--- src/rtl/gpu_mem_pkg.sv ---
// rtl/gpu_mem_pkg.sv - shared command codes and state types for the GPU memory arbiter
package gpu_mem_pkg;

    localparam logic [1:0] CMD_8BYTE  = 2'd0;
    localparam logic [1:0] CMD_32BYTE = 2'd1;
    localparam logic [1:0] CMD_4BYTE  = 2'd2;

    typedef enum logic [1:0] {
        ARB_IDLE  = 2'd0,
        ARB_ISSUE = 2'd1,
        ARB_WAIT  = 2'd2
    } arb_state_t;

    typedef enum logic [1:0] {
        NONE = 2'd0,
        DISP = 2'd1,
        DRAW = 2'd2
    } owner_t;

endpackage

--- src/rtl/gpu_mem_arb_prio.sv ---
// rtl/gpu_mem_arb_prio.sv - display-priority grant decision with draw starvation counter
module gpu_mem_arb_prio
    import gpu_mem_pkg::*;
#(
    parameter int STARVE_LIMIT = 4
) (
    input  logic i_clk,
    input  logic i_nRst,
    input  logic i_dispReq,
    input  logic i_drawReq,
    input  logic i_grantEn,
    output logic o_grantDisp,
    output logic o_grantDraw
);

    localparam logic [2:0] LIMIT = 3'(STARVE_LIMIT);

    logic [2:0] starveCnt;
    logic       drawWins;

    // Draw only overtakes a waiting display once display has had its quota in a row.
    assign drawWins    = i_drawReq && (!i_dispReq || (starveCnt == LIMIT));
    assign o_grantDraw = i_grantEn && drawWins;
    assign o_grantDisp = i_grantEn && i_dispReq && !drawWins;

    always_ff @(posedge i_clk or negedge i_nRst) begin
        if (!i_nRst) begin
            starveCnt <= 3'd0;
        end else if (o_grantDraw) begin
            starveCnt <= 3'd0;
        end else if (o_grantDisp) begin
            if (!i_drawReq) begin
                starveCnt <= 3'd0;
            end else if (starveCnt < LIMIT) begin
                starveCnt <= starveCnt + 3'd1;
            end
        end
    end

endmodule

--- src/rtl/gpu_mem_arbiter.sv ---
// rtl/gpu_mem_arbiter.sv - two-client display/draw arbiter in front of the DDR bridge port
module gpu_mem_arbiter
    import gpu_mem_pkg::*;
#(
    parameter int STARVE_LIMIT = 4
) (
    input  logic         i_clk,
    input  logic         i_nRst,
    input  logic         i_dispReq,
    input  logic [14:0]  i_dispAddr,
    output logic         o_dispAck,
    output logic         o_dispDataValid,
    input  logic         i_drawReq,
    input  logic         i_drawWrite,
    input  logic [1:0]   i_drawSize,
    input  logic [14:0]  i_drawAddr,
    input  logic [2:0]   i_drawSubAddr,
    input  logic [15:0]  i_drawMask,
    input  logic [255:0] i_drawData,
    output logic         o_drawAck,
    output logic         o_drawDataValid,
    output logic [255:0] o_rdData,
    output logic         o_command,
    output logic         o_writeElseRead,
    output logic [1:0]   o_commandSize,
    output logic [14:0]  o_targetAddr,
    output logic [2:0]   o_subAddr,
    output logic [15:0]  o_writeMask,
    output logic [255:0] o_dataClient,
    input  logic         i_busyClient,
    input  logic         i_dataValidClient,
    input  logic [255:0] i_dataClient,
    output logic         o_protoErr
);

    arb_state_t state, stateNext;
    owner_t     owner;
    logic       readPending;
    logic       protoErr;
    logic       grantEn, grantDisp, grantDraw;

    logic         cmdWrite;
    logic [1:0]   cmdSize;
    logic [14:0]  cmdAddr;
    logic [2:0]   cmdSub;
    logic [15:0]  cmdMask;
    logic [255:0] cmdData;

    // Reset gates the grant so no ack can leak out while the block is held in reset.
    assign grantEn = (state == ARB_IDLE) && !i_busyClient && i_nRst;

    gpu_mem_arb_prio #(
        .STARVE_LIMIT(STARVE_LIMIT)
    ) u_prio (
        .i_clk      (i_clk),
        .i_nRst     (i_nRst),
        .i_dispReq  (i_dispReq),
        .i_drawReq  (i_drawReq),
        .i_grantEn  (grantEn),
        .o_grantDisp(grantDisp),
        .o_grantDraw(grantDraw)
    );

    always_ff @(posedge i_clk or negedge i_nRst) begin
        if (!i_nRst) begin
            state <= ARB_IDLE;
        end else begin
            state <= stateNext;
        end
    end

    always_comb begin
        stateNext = state;
        case (state)
            ARB_IDLE:  if (grantDisp || grantDraw) stateNext = ARB_ISSUE;
            ARB_ISSUE: stateNext = ARB_WAIT;
            ARB_WAIT:  if (!i_busyClient) stateNext = ARB_IDLE;
            default:   stateNext = ARB_IDLE;
        endcase
    end

    always_ff @(posedge i_clk or negedge i_nRst) begin
        if (!i_nRst) begin
            owner       <= NONE;
            readPending <= 1'b0;
            protoErr    <= 1'b0;
            cmdWrite    <= 1'b0;
            cmdSize     <= 2'd0;
            cmdAddr     <= 15'd0;
            cmdSub      <= 3'd0;
            cmdMask     <= 16'd0;
            cmdData     <= 256'd0;
        end else begin
            if (grantDisp) begin
                owner       <= DISP;
                readPending <= 1'b1;
                cmdWrite    <= 1'b0;
                cmdSize     <= CMD_32BYTE;
                cmdAddr     <= i_dispAddr;
                cmdSub      <= 3'd0;
                cmdMask     <= 16'hFFFF;
                cmdData     <= 256'd0;
            end else if (grantDraw) begin
                owner       <= DRAW;
                readPending <= !i_drawWrite;
                cmdWrite    <= i_drawWrite;
                cmdSize     <= i_drawSize;
                cmdAddr     <= i_drawAddr;
                cmdSub      <= i_drawSubAddr;
                cmdMask     <= i_drawMask;
                cmdData     <= i_drawData;
            end else if (i_dataValidClient) begin
                readPending <= 1'b0;
            end
            if (i_dataValidClient && !readPending) begin
                protoErr <= 1'b1;
            end
        end
    end

    assign o_dispAck       = grantDisp;
    assign o_drawAck       = grantDraw;
    assign o_dispDataValid = i_dataValidClient && readPending && (owner == DISP);
    assign o_drawDataValid = i_dataValidClient && readPending && (owner == DRAW);
    assign o_rdData        = i_dataClient;
    assign o_command       = (state == ARB_ISSUE);
    assign o_writeElseRead = cmdWrite;
    assign o_commandSize   = cmdSize;
    assign o_targetAddr    = cmdAddr;
    assign o_subAddr       = cmdSub;
    assign o_writeMask     = cmdMask;
    assign o_dataClient    = cmdData;
    assign o_protoErr      = protoErr;

endmodule

--- config.mk ---
export PLATFORM = sky130hd
export DESIGN_NAME = gpu_mem_arbiter
export DESIGN_NICKNAME = d
export VERILOG_FILES = /design/src/rtl/gpu_mem_pkg.sv /design/src/rtl/gpu_mem_arb_prio.sv /design/src/rtl/gpu_mem_arbiter.sv
export SDC_FILE = /design/constraint.sdc
export NUM_CORES = 1
export LEC_CHECK = 0
export BUFFER_PORTS_ARGS = -buffer_cell sky130_fd_sc_hd__buf_2
export CORE_AREA = 3 3 443 445
export CTS_BUF_LIST = sky130_fd_sc_hd__clkbuf_4 sky130_fd_sc_hd__clkbuf_8 sky130_fd_sc_hd__clkbuf_16
export DETAILED_ROUTE_END_ITERATION = 7
export DIE_AREA = 0 0 446 448
export PLACE_DENSITY = 0.3
export SETUP_SLACK_MARGIN = 0.4
export SYNTH_ARGS = -nofsm -noshare
export SYNTH_HDL_FRONTEND = slang
export SYNTH_SLANG_ARGS = --single-unit
--- constraint.sdc ---
create_clock -name i_clk -period 2.6 [get_ports i_clk]
set_input_delay 0.52 -clock i_clk [delete_from_list [all_inputs] [get_ports i_clk]]
set_output_delay 0.52 -clock i_clk [all_outputs]
set_load 0.05 [all_outputs]
==> impl_results.md, run 1 <==
* Number of flops mapped to enable cells by yosys at 0
* GR Util All Layers at 7.57%
* Global-route wire length before repair at 103000 µm
* CP Launch Point: state[1]
* Worst VDD drop at 0.440 mV
* DRC Markers at 0
* Clk root buf: clkbuf_16
* Critical Path End Type: output port
* Post-Layout Cell Count at 3941
* Clk_skew at 0.0227 ns
* Global route overflow at 0
* Synth unique cells at 31
* Cell accounting for the most synthesized area: dfrtp_1
* Crit path to: o_drawAck
* Placed instance count at 3847
* Port-buffer cells at 612
* CTS tree: yes
* Final Wtd Congestion at 0.812
* Router iterations before antenna repair at 5
* Clock Sinks at 302
* Initial antenna violation count at 18
* CP max FO at 2
* Synth top area cells: dfrtp_1, a22o_1, buf_4
* FP Rows at 161
* Final period utilization at 89.0%
* Max_slew headroom at 28.1%
* Initial Util at 6.69%
* Vias per cell at 2.56
* Iter 0 DRT Violations at 631
* Synthesis-to-finish area growth at 46.6%
* Routed WL at 81800 µm
* Post-synth top area share at 58.7%
* Grt met3 use at 4.68%
* Dpl hpwl at 63800 µm
* Post-route ant nets at 0
* Num CTS Buffers at 42
* Status: complete, no violations
* GR Util met1 at 8.72%
* Clock slew at reported path FFs at 0.05 ns
* R2R Path Start: state[1]
* Busiest grt layer: met2
* Pins Over Slew Limit at 0
* R2r setup slk at 0.42 ns
* Met2 usage at 10.5%
* Wire per inst at 20.8 µm
* Worst endpoint required time at 2.08 ns
* Clk Latency, worst-skew pair at 0.59 ns
* Share of layout cells above drive strength 1 at 52.7%
* Reg2Reg Depth at 9
* Worst Max-Slew Pin Slew at 1.08 ns
* I/O pin total at 1125
* Final Hold Viols at 0
* Crit path DAT at 1.79 ns
* FF+latch count, synth at 302
* Worst min path class: in2reg
* Layout Nets at 1954
* Die width at 446 µm
* Startpoint types: flop
* Core Region at 193000 µm²
* Top-count cell post-synth: dfrtp_1
* Post-Synthesis Cells at 1000
* Maximum clock path buffer count at 3
* Hold slack at 0.148 ns
* LEAKAGE at 0.00902 µW
* Via Count at 10100
* Most frequent cells after synthesis: dfrtp_1, buf_4, a22o_1
* Post-synthesis average cell area at 12.9 µm²
* Period minus WS final at 2.31 ns
* Final setup violation count at 0
* DIE AREA at 200000 µm²
* TNS Setup at 0 ns
* Die Span Y at 448 µm
* Sequential area share after synthesis at 58.7%
* Peak Freq at 432 MHz
* Warning count from the yosys run at 0
* Vias in the first global route at 10500
* PwrDens at 960 nW/µm²
* Max Cap Viol at 0
* Htree depth at 2
* Reg2reg end: o_dataClient[126]
* Synth async-reset ratio at 100%
* Syn Nets at 1572
* RSZ-0062 raised after global routing: true
* Worst setup path class: reg2out
* Post-synth top flop: dfrtp_1
* Largest net degree at the start of global routing at 139
* Mapped cell area at 12900 µm²
per-layer routing:
layer | routed length, µm | part of all wire [%] | vias to the layer above
met5 | 399 | 0.49 | -
met4 | 4710 | 5.8 | 10
met3 | 10900 | 13 | 245
met2 | 34400 | 42 | 643
met1 | 31400 | 38 | 5067
li1 | - | - | 4137
through the flow:
stage                     area, µm²  util [%]  power [µW]  setup WS (ns)
final                         18900      9.81       18100          0.286
after global routing          18900      9.81       19000          0.188
after CTS                     18700      9.71       18500          0.206
after detailed placement      17200      8.93       12300          0.331
after global placement        17200      8.93       12400          0.325
after floorplan               12900         -       11200          0.491
power breakdown:
group          internal [µW]  total, µW  switching, µW
registers               5590       6230            641
logic                   1490       6020           4530
clock network           3560       5900           2340
total                  10600      18100           7510
how the worst min path moves through the flow:
stage,from,endpoint,slack [ns],cells past startpoint
floorplan,i_nRst,o_commandSize[0],0.22,0
global placement,o_protoErr,o_protoErr,0.44,1
detailed placement,o_protoErr,o_protoErr,0.44,1
CTS,i_drawData[31],o_dataClient[31],0.06,2
global route,i_drawData[237],o_dataClient[237],0.09,2
finish,i_drawData[20],o_dataClient[20],0.15,2
layout by cell type (no fill, tap or decap), types with 2 or more instances in the layout:
| cell type | count |
|---|---|
| nor3b_2 | 2 |
| buf_12 | 12 |
| a221oi_1 | 15 |
| inv_6 | 4 |
| nand3_1 | 2 |
| diode_2 | 5 |
| buf_2 | 608 |
| nand2_1 | 4 |
| buf_8 | 2 |
| clkbuf_8 | 9 |
| a21oi_1 | 16 |
| nor2b_1 | 2 |
| buf_4 | 26 |
| a22o_1 | 262 |
| buf_6 | 7 |
| dfrtp_1 | 302 |
| clkbuf_4 | 12 |
| o22a_1 | 17 |
| clkbuf_16 | 45 |
| bufinv_16 | 2 |
| inv_1 | 34 |
| a21o_1 | 2 |
repair_timing:
action / 4_1_cts / 5_1_grt
resized for setup: 10 / 12
setup buffers: 7 / 0
pin swaps: 3 / 1
hold endpoints to repair: 43 / 0
gates cloned: 1 / 8
endpoints found under the setup margin: 2 / 138
hold buffers: 1 / 0
cells by family (layout without fill, tap and decap cells):
family	Yosys count	after routing	share of synthesized area, %
flops	302	302	58.7
fa+ha+maj	2	2	0.194
simple gates	19	19	1.07
mux	1	1	0.0874
compound gates	317	317	21.0
other cells	0	5	0
buf+inv	359	769	19.0
worst max-delay path: stages, from the launching register on:
cell,delay (ns)
dfrtp_1,0.41
nor4b_4,0.29
buf_4,0.17
nand3_4,0.12
inv_12,0.09
buf_12,0.13
state kept, by name (all words and copies together) (netlist names), 2 cells and up:
| register | flops |
|---|---|
| o_commandSize | 2 |
| o_dataClient | 256 |
| o_subAddr | 3 |
| o_targetAddr | 15 |
| o_writeMask | 16 |
| owner | 2 |
| state | 2 |
| u_prio.starveCnt | 3 |
final cells by class:
cell class                 count  area, µm²
antenna                        5       12.5
tap                         2526       3160
clock buffer                  63       1260
clock inverter                 9        124
sequential                   302       7560
timing repair inverter         1       8.76
timing repair buffer         660       3700
fill                       22300     174000
inverter                      36        148
multi-input combinational    339       2920
No activity file was read; power rests on OpenSTA's default activity.
==> run 2, diff against run 1 <==
Settings changed: CTS_BUF_LIST sky130_fd_sc_hd__clkbuf_4 sky130_fd_sc_hd__clkbuf_8 sky130_fd_sc_hd__clkbuf_16 to sky130_fd_sc_hd__clkbuf_8.
==> impl_results.md, run 2 (synthesis results as in run 1) <==
* Reg2reg end: o_dataClient[133]
* Most frequent cells in the layout: buf_2, dfrtp_1, dlygate4sd3_1, a22o_1, clkbuf_8
* Worst Max-Slew Pin Slew at 1.08 ns
* Clock Sinks at 302
* Largest net degree at the start of global routing at 139
* Reg2Reg Depth at 8
* Htree depth at 3
* Clk Latency, worst-skew pair at 0.73 ns
* Slowest cell delay on critical path at 0.41 ns
* Worst endpoint required time at 2.08 ns
* Most common cell after layout, fill and taps aside: buf_2
* Peak Freq at 409 MHz
* Worst setup path class: reg2out
* Iter 0 DRT Violations at 724
* Maximum clock path buffer count at 3
* Initial antenna violation count at 3
* Post-route ant nets at 0
* Max_slew headroom at 27.8%
* CP Cell Sequence: nor4b_4, buf_4, and3_4, buf_8
* Via Count at 11200
* Wire per inst at 19.6 µm
* Layout Nets at 2274
* Synthesis-to-finish area growth at 69.1%
* Final period utilization at 94.0%
* # fillers at 22200
* RSZ-0062 raised after global routing: true
* Cell count along the critical path at 4
* Dpl hpwl at 63800 µm
* DIE AREA at 200000 µm²
* Die width at 446 µm
* DRC Markers at 0
* Crit path to: o_dispAck
* Worst VDD drop at 0.321 mV
* Global-route wire length before repair at 108000 µm
* Top Family by Delay on Critical Path: simple AND/OR/NAND/NOR gates
* Final Hold Viols at 0
* Final Core Density at 11.3%
* Met2 usage at 11.0%
* GR Util All Layers at 7.88%
* Clock slew at reported path FFs at 0.05 ns
* Period minus WS final at 2.44 ns
* Vias per cell at 2.62
* WP buf/inv at 2
* Clk_skew at 0.0246 ns
* Status: complete, no violations
* Final Power at 18200 µW
* GR Util met1 at 8.78%
* I/O pin total at 1125
* Vias in the first global route at 12200
* CP Launch Point: state[1]
* Num CTS Buffers at 68
* Slowest CP cell: dfrtp_1
* Router iterations before antenna repair at 5
* R2r setup slk at 0.43 ns
* Share of layout cells above drive strength 1 at 44.0%
* Startpoint types: flop
* PwrDens at 836 nW/µm²
* Critical Path End Type: output port
* Core Region at 193000 µm²
* Grt met3 use at 5.29%
* Largest register FFs at 256
* Global route overflow at 0
* Busiest grt layer: met2
* LEAKAGE at 0.0103 µW
* Port-buffer cells at 612
* Min-delay src: i_drawData[202]
* Pins Over Slew Limit at 0
* Max Cap Viol at 0
* Initial Util at 6.69%
* CTS tree: yes
* Clk root buf: clkbuf_8
* Final Wtd Congestion at 0.812
* R2R Path Start: state[1]
* FP Rows at 161
* Final setup violation count at 0
* CP max FO at 2
* Routed WL at 84000 µm
* Worst min path class: in2reg
* Die Span Y at 448 µm
* Crit path DAT at 1.92 ns
run 2: cell count changes in the layout (fill, tap and decap cells not counted), moves of 4 or more:
cell	previous run	this run
dlygate4sd3_1	1	289
clkbuf_8	9	80
clkbuf_16	45	3
inv_1	34	60
clkbuf_4	12	0
buf_4	26	34
buf_2	608	604
run 2: worst min path at each step:
stage	slack [ns]	cells past startpoint	end
floorplan	0.22	0	o_commandSize[0]
global placement	0.44	1	o_protoErr
detailed placement	0.44	1	o_protoErr
CTS	0.004	2	o_dataClient[64]
global route	0.04	2	o_dataClient[219]
finish	0.14	2	o_dataClient[202]
run 2: where the power goes:
| group | switching [µW] | total (µW) | internal, µW |
|---|---|---|---|
| registers | 643 | 6230 | 5590 |
| clock network | 2490 | 5560 | 3080 |
| logic | 4630 | 6420 | 1790 |
| total | 7760 | 18200 | 10500 |
run 2: metrics by stage:
stage	TNS (ns)	instance area [µm²]	hold WS, ns	instances	worst slack [ns]
floorplan	0	12900	0.224	1000	0.491
global placement	0	17200	0.441	3847	0.325
detailed placement	0	17200	0.439	3847	0.331
CTS	0	21600	0.00396	4261	0.0169
global route	-0.00110	21800	0.0428	4274	-0.00110
finish	0	21800	0.139	4279	0.155
run 2: cell type report:
type / count / area, µm² / area share [%]
repair inverters: 1 / 8.76 / 0.0402
clock buffers: 80 / 1100 / 5.05
inverters: 36 / 148 / 0.678
diodes: 6 / 15.0 / 0.0689
flip-flops and latches: 302 / 7560 / 34.7
well taps: 2526 / 3160 / 14.5
clock inverters: 35 / 234 / 1.07
repair buffers: 954 / 6650 / 30.5
multi-input cells: 339 / 2920 / 13.4
run 2: per-layer routing:
layer,up-vias,part of all wire [%]
li1,4779,-
met1,5581,38
met2,597,42
met3,263,14
met4,8,5.4
met5,-,0.57
run 2: repair_timing:
action | 4_1_cts | 5_1_grt
cloned | 1 | 9
pin swaps | 4 | 2
hold buffers | 289 | 0
resized for setup | 22 | 6
endpoints found under the hold margin | 317 | 0
buffers inserted | 9 | 3
setup endpoints to repair | 7 | 183
run 2: worst reg2reg max path, delay by kind of cell (launching register included):
family,cells,cell delay [ns]
AND/OR/NAND/NOR,2,0.41
flip-flops,1,0.41
buffers and inverters,5,1.05
AO/OA/AOI/OAI,1,0.21
==> run 3, diff against run 2 <==
Settings changed: CORE_AREA 3 3 443 445 to 3 3 442 444, DIE_AREA 0 0 446 448 to 0 0 445 447, SYNTH_HIERARCHICAL set to 1.
==> impl_results.md, run 3 <==
* Htree depth at 3
* Mapped cell area at 14400 µm²
* Wire per inst at 18.7 µm
* Max Cap Viol at 0
* LEAKAGE at 0.0111 µW
* Num CTS Buffers at 68
* Port-buffer cells at 612
* Final Wtd Congestion at 0.690
* Min-delay src: i_drawData[99]
* Period minus WS final at 2.55 ns
* Top Family by Delay on Critical Path: flip-flops
* Sequential area share after synthesis at 52.6%
* Status: complete, no violations
* Final worst slack at 0.0504 ns
* Largest register FFs at 256
* Worst endpoint required time at 2.08 ns
* Largest net degree at the start of global routing at 113
* Post-synth top area share at 52.6%
* Vias per cell at 2.64
* Crit path DAT at 2.03 ns
* DRC Markers at 0
* Startpoint types: flop
* Post-DP Area at 18800 µm²
* Final instance area at 25000 µm²
* Most frequent cells in the layout: buf_2, dlygate4sd3_1, dfrtp_1, mux2i_1, nor2_1
* Vias in the first global route at 13100
* Final period utilization at 98.1%
* Post-route ant nets at 0
* Die width at 445 µm
* Max_slew headroom at 36.4%
* Worst setup path class: reg2out
* Top-count cell post-synth: dfrtp_1
* Sw Ratio at 46.9%
* Synth top area cells: dfrtp_1, mux2i_1, buf_4
* Worst VDD drop at 0.289 mV
* Post-Synthesis Cells at 1265
* Switching pwr at 9880 µW
* Clock slew at reported path FFs at 0.06 ns
* Most common cell after layout, fill and taps aside: buf_2
* PwrDens at 842 nW/µm²
* Layout Nets at 2628
* # fillers at 21900
* Internal power at 11200 µW
* RSZ-0062 raised after global routing: true
* GR Util All Layers at 7.92%
* Post-synthesis average cell area at 11.4 µm²
* Slowest CP cell: dfrtp_2
* Clk pwr share at 25.3%
* Post-synth top flop: dfrtp_1
* Register share of total power at 31.7%
* Core Region at 192000 µm²
* Peak Freq at 392 MHz
* Cell accounting for the most synthesized area: dfrtp_1
* DIE AREA at 199000 µm²
* Global-route wire length before repair at 109000 µm
* FF+latch count, synth at 302
* Final setup violation count at 0
* Share of layout cells above drive strength 1 at 41.3%
* Critical Path End Type: output port
* Pre-CTS setup slack at 0.132 ns
* Number of flops mapped to enable cells by yosys at 0
* CTS tree: yes
* Pins Over Slew Limit at 0
* Slowest cell delay on critical path at 0.43 ns
* R2R Path Start: state[0]
* CP max FO at 4
* Synthesis-to-finish area growth at 74.2%
* Die Span Y at 447 µm
* Dpl hpwl at 60300 µm
* Clk Latency, worst-skew pair at 0.77 ns
* Maximum clock path buffer count at 3
* Via Count at 12200
* Router iterations before antenna repair at 4
* Initial Util at 7.49%
* Clk_skew at 0.0440 ns
* Worst Max-Slew Pin Slew at 0.954 ns
* Syn Nets at 1837
* Clk root buf: clkbuf_8
* WP buf/inv at 2
* I/O pin total at 1125
* CP Cell Sequence: nor4b_4, buf_4, nand2_4, a31oi_4, buf_8
* Warning count from the yosys run at 6
* Most frequent cells after synthesis: dfrtp_1, mux2i_1, buf_4, nor2_1, nand2_1
* FP Rows at 161
* Comb pwr share at 42.9%
* Final Hold Viols at 0
* Synth unique cells at 30
* Synth async-reset ratio at 100%
* CP Launch Point: state[0]
* Routed WL at 86400 µm
* Iter 0 DRT Violations at 508
* Clock Sinks at 302
* Worst min path class: in2reg
* Global route overflow at 0
* Initial antenna violation count at 5
## run 3: worst paths after layout
path	slack [ns]	end	cells after the start
setup reg to reg	0.18	o_dataClient[232]	14
setup / recovery	0.05	o_dispAck	5
hold / removal	0.11	o_dataClient[99]	3
hold reg to reg	0.47	o_protoErr	1
max in group asynchronous	1.05	o_dataClient[90]	4
min in group asynchronous	0.40	o_dataClient[151]	3
## run 3: metal layers
layer  global-route usage (%)  routed length [µm]  vias to the layer above  share of wire, %
met1                     7.31               28100                     5866                33
met5                     3.61                1010                        -               1.2
met4                     3.51                2980                       14               3.5
met3                     6.86               14600                      175                17
li1                         -                   -                     5487                 -
met2                     12.0               39800                      665                46
## run 3: cell families after synthesis
family | after synthesis | synth area share, %
buffers and inverters | 329 | 17.3
multiplexers | 293 | 20.4
adder cells (fa/ha/maj) | 2 | 0.174
flip-flops | 302 | 52.6
AO/OA/AOI/OAI | 28 | 1.16
AND/OR/NAND/NOR | 311 | 8.38
## run 3: power by group through the flow
stage / clock (µW) / combinational, µW / sequential (µW)
2_1_floorplan: 0 / 2490 / 10800
3_3_place_gp: 0 / 8350 / 6740
3_5_place_dp: 0 / 8360 / 6730
4_1_cts: 5740 / 9000 / 6700
5_1_grt: 5900 / 9630 / 6880
6_report: 5350 / 9050 / 6690
## run 3: worst register-to-register path, cell delays in order (launching register included)
cell and delay [ns]:
dfrtp_2 0.43, nor4b_4 0.29, nand2_1 0.13, a21oi_4 0.16, buf_6 0.11, buf_6 0.08
buf_6 0.08, buf_12 0.11, buf_16 0.13, buf_16 0.14, buf_12 0.18, buf_12 0.13
buf_16 0.13, mux2i_2 0.20, nor2_1 0.06
## run 3: per-stage QoR
stage	instances	utilization [%]	hold WS (ns)	TNS (ns)	total power, µW
after floorplan	1265	-	0.224	0	13300
after global placement	4125	9.77	0.459	0	15100
after detailed placement	4125	9.77	0.459	0	15100
after CTS	4574	12.5	0.00164	-0.196	21400
after global routing	4625	13.0	0.0419	-0.300	22400
final	4625	13.0	0.113	0	21100
## run 3: final cells by class
type,count,area (µm²),share of cell area (%)
Inverter,6,26.3,0.105
Timing Repair Buffer,1044,8510,34.0
Clock buffer,74,1020,4.07
Multi-Input combinational cell,634,4520,18.1
Tap cell,2526,3160,12.6
Antenna cell,4,10.0,0.0400
Clock inverter,35,228,0.910
Sequential cell,302,7570,30.2
## run 3: timing repair
| item | in CTS | in global routing |
|---|---|---|
| gates resized for setup | 96 | 72 |
| hold buffers | 311 | 0 |
| setup buffers | 22 | 20 |
| pin swaps | 4 | 104 |
| endpoints found under the setup margin | 187 | 298 |
| endpoints found under the hold margin | 334 | 0 |
| gates cloned | 7 | 27 |
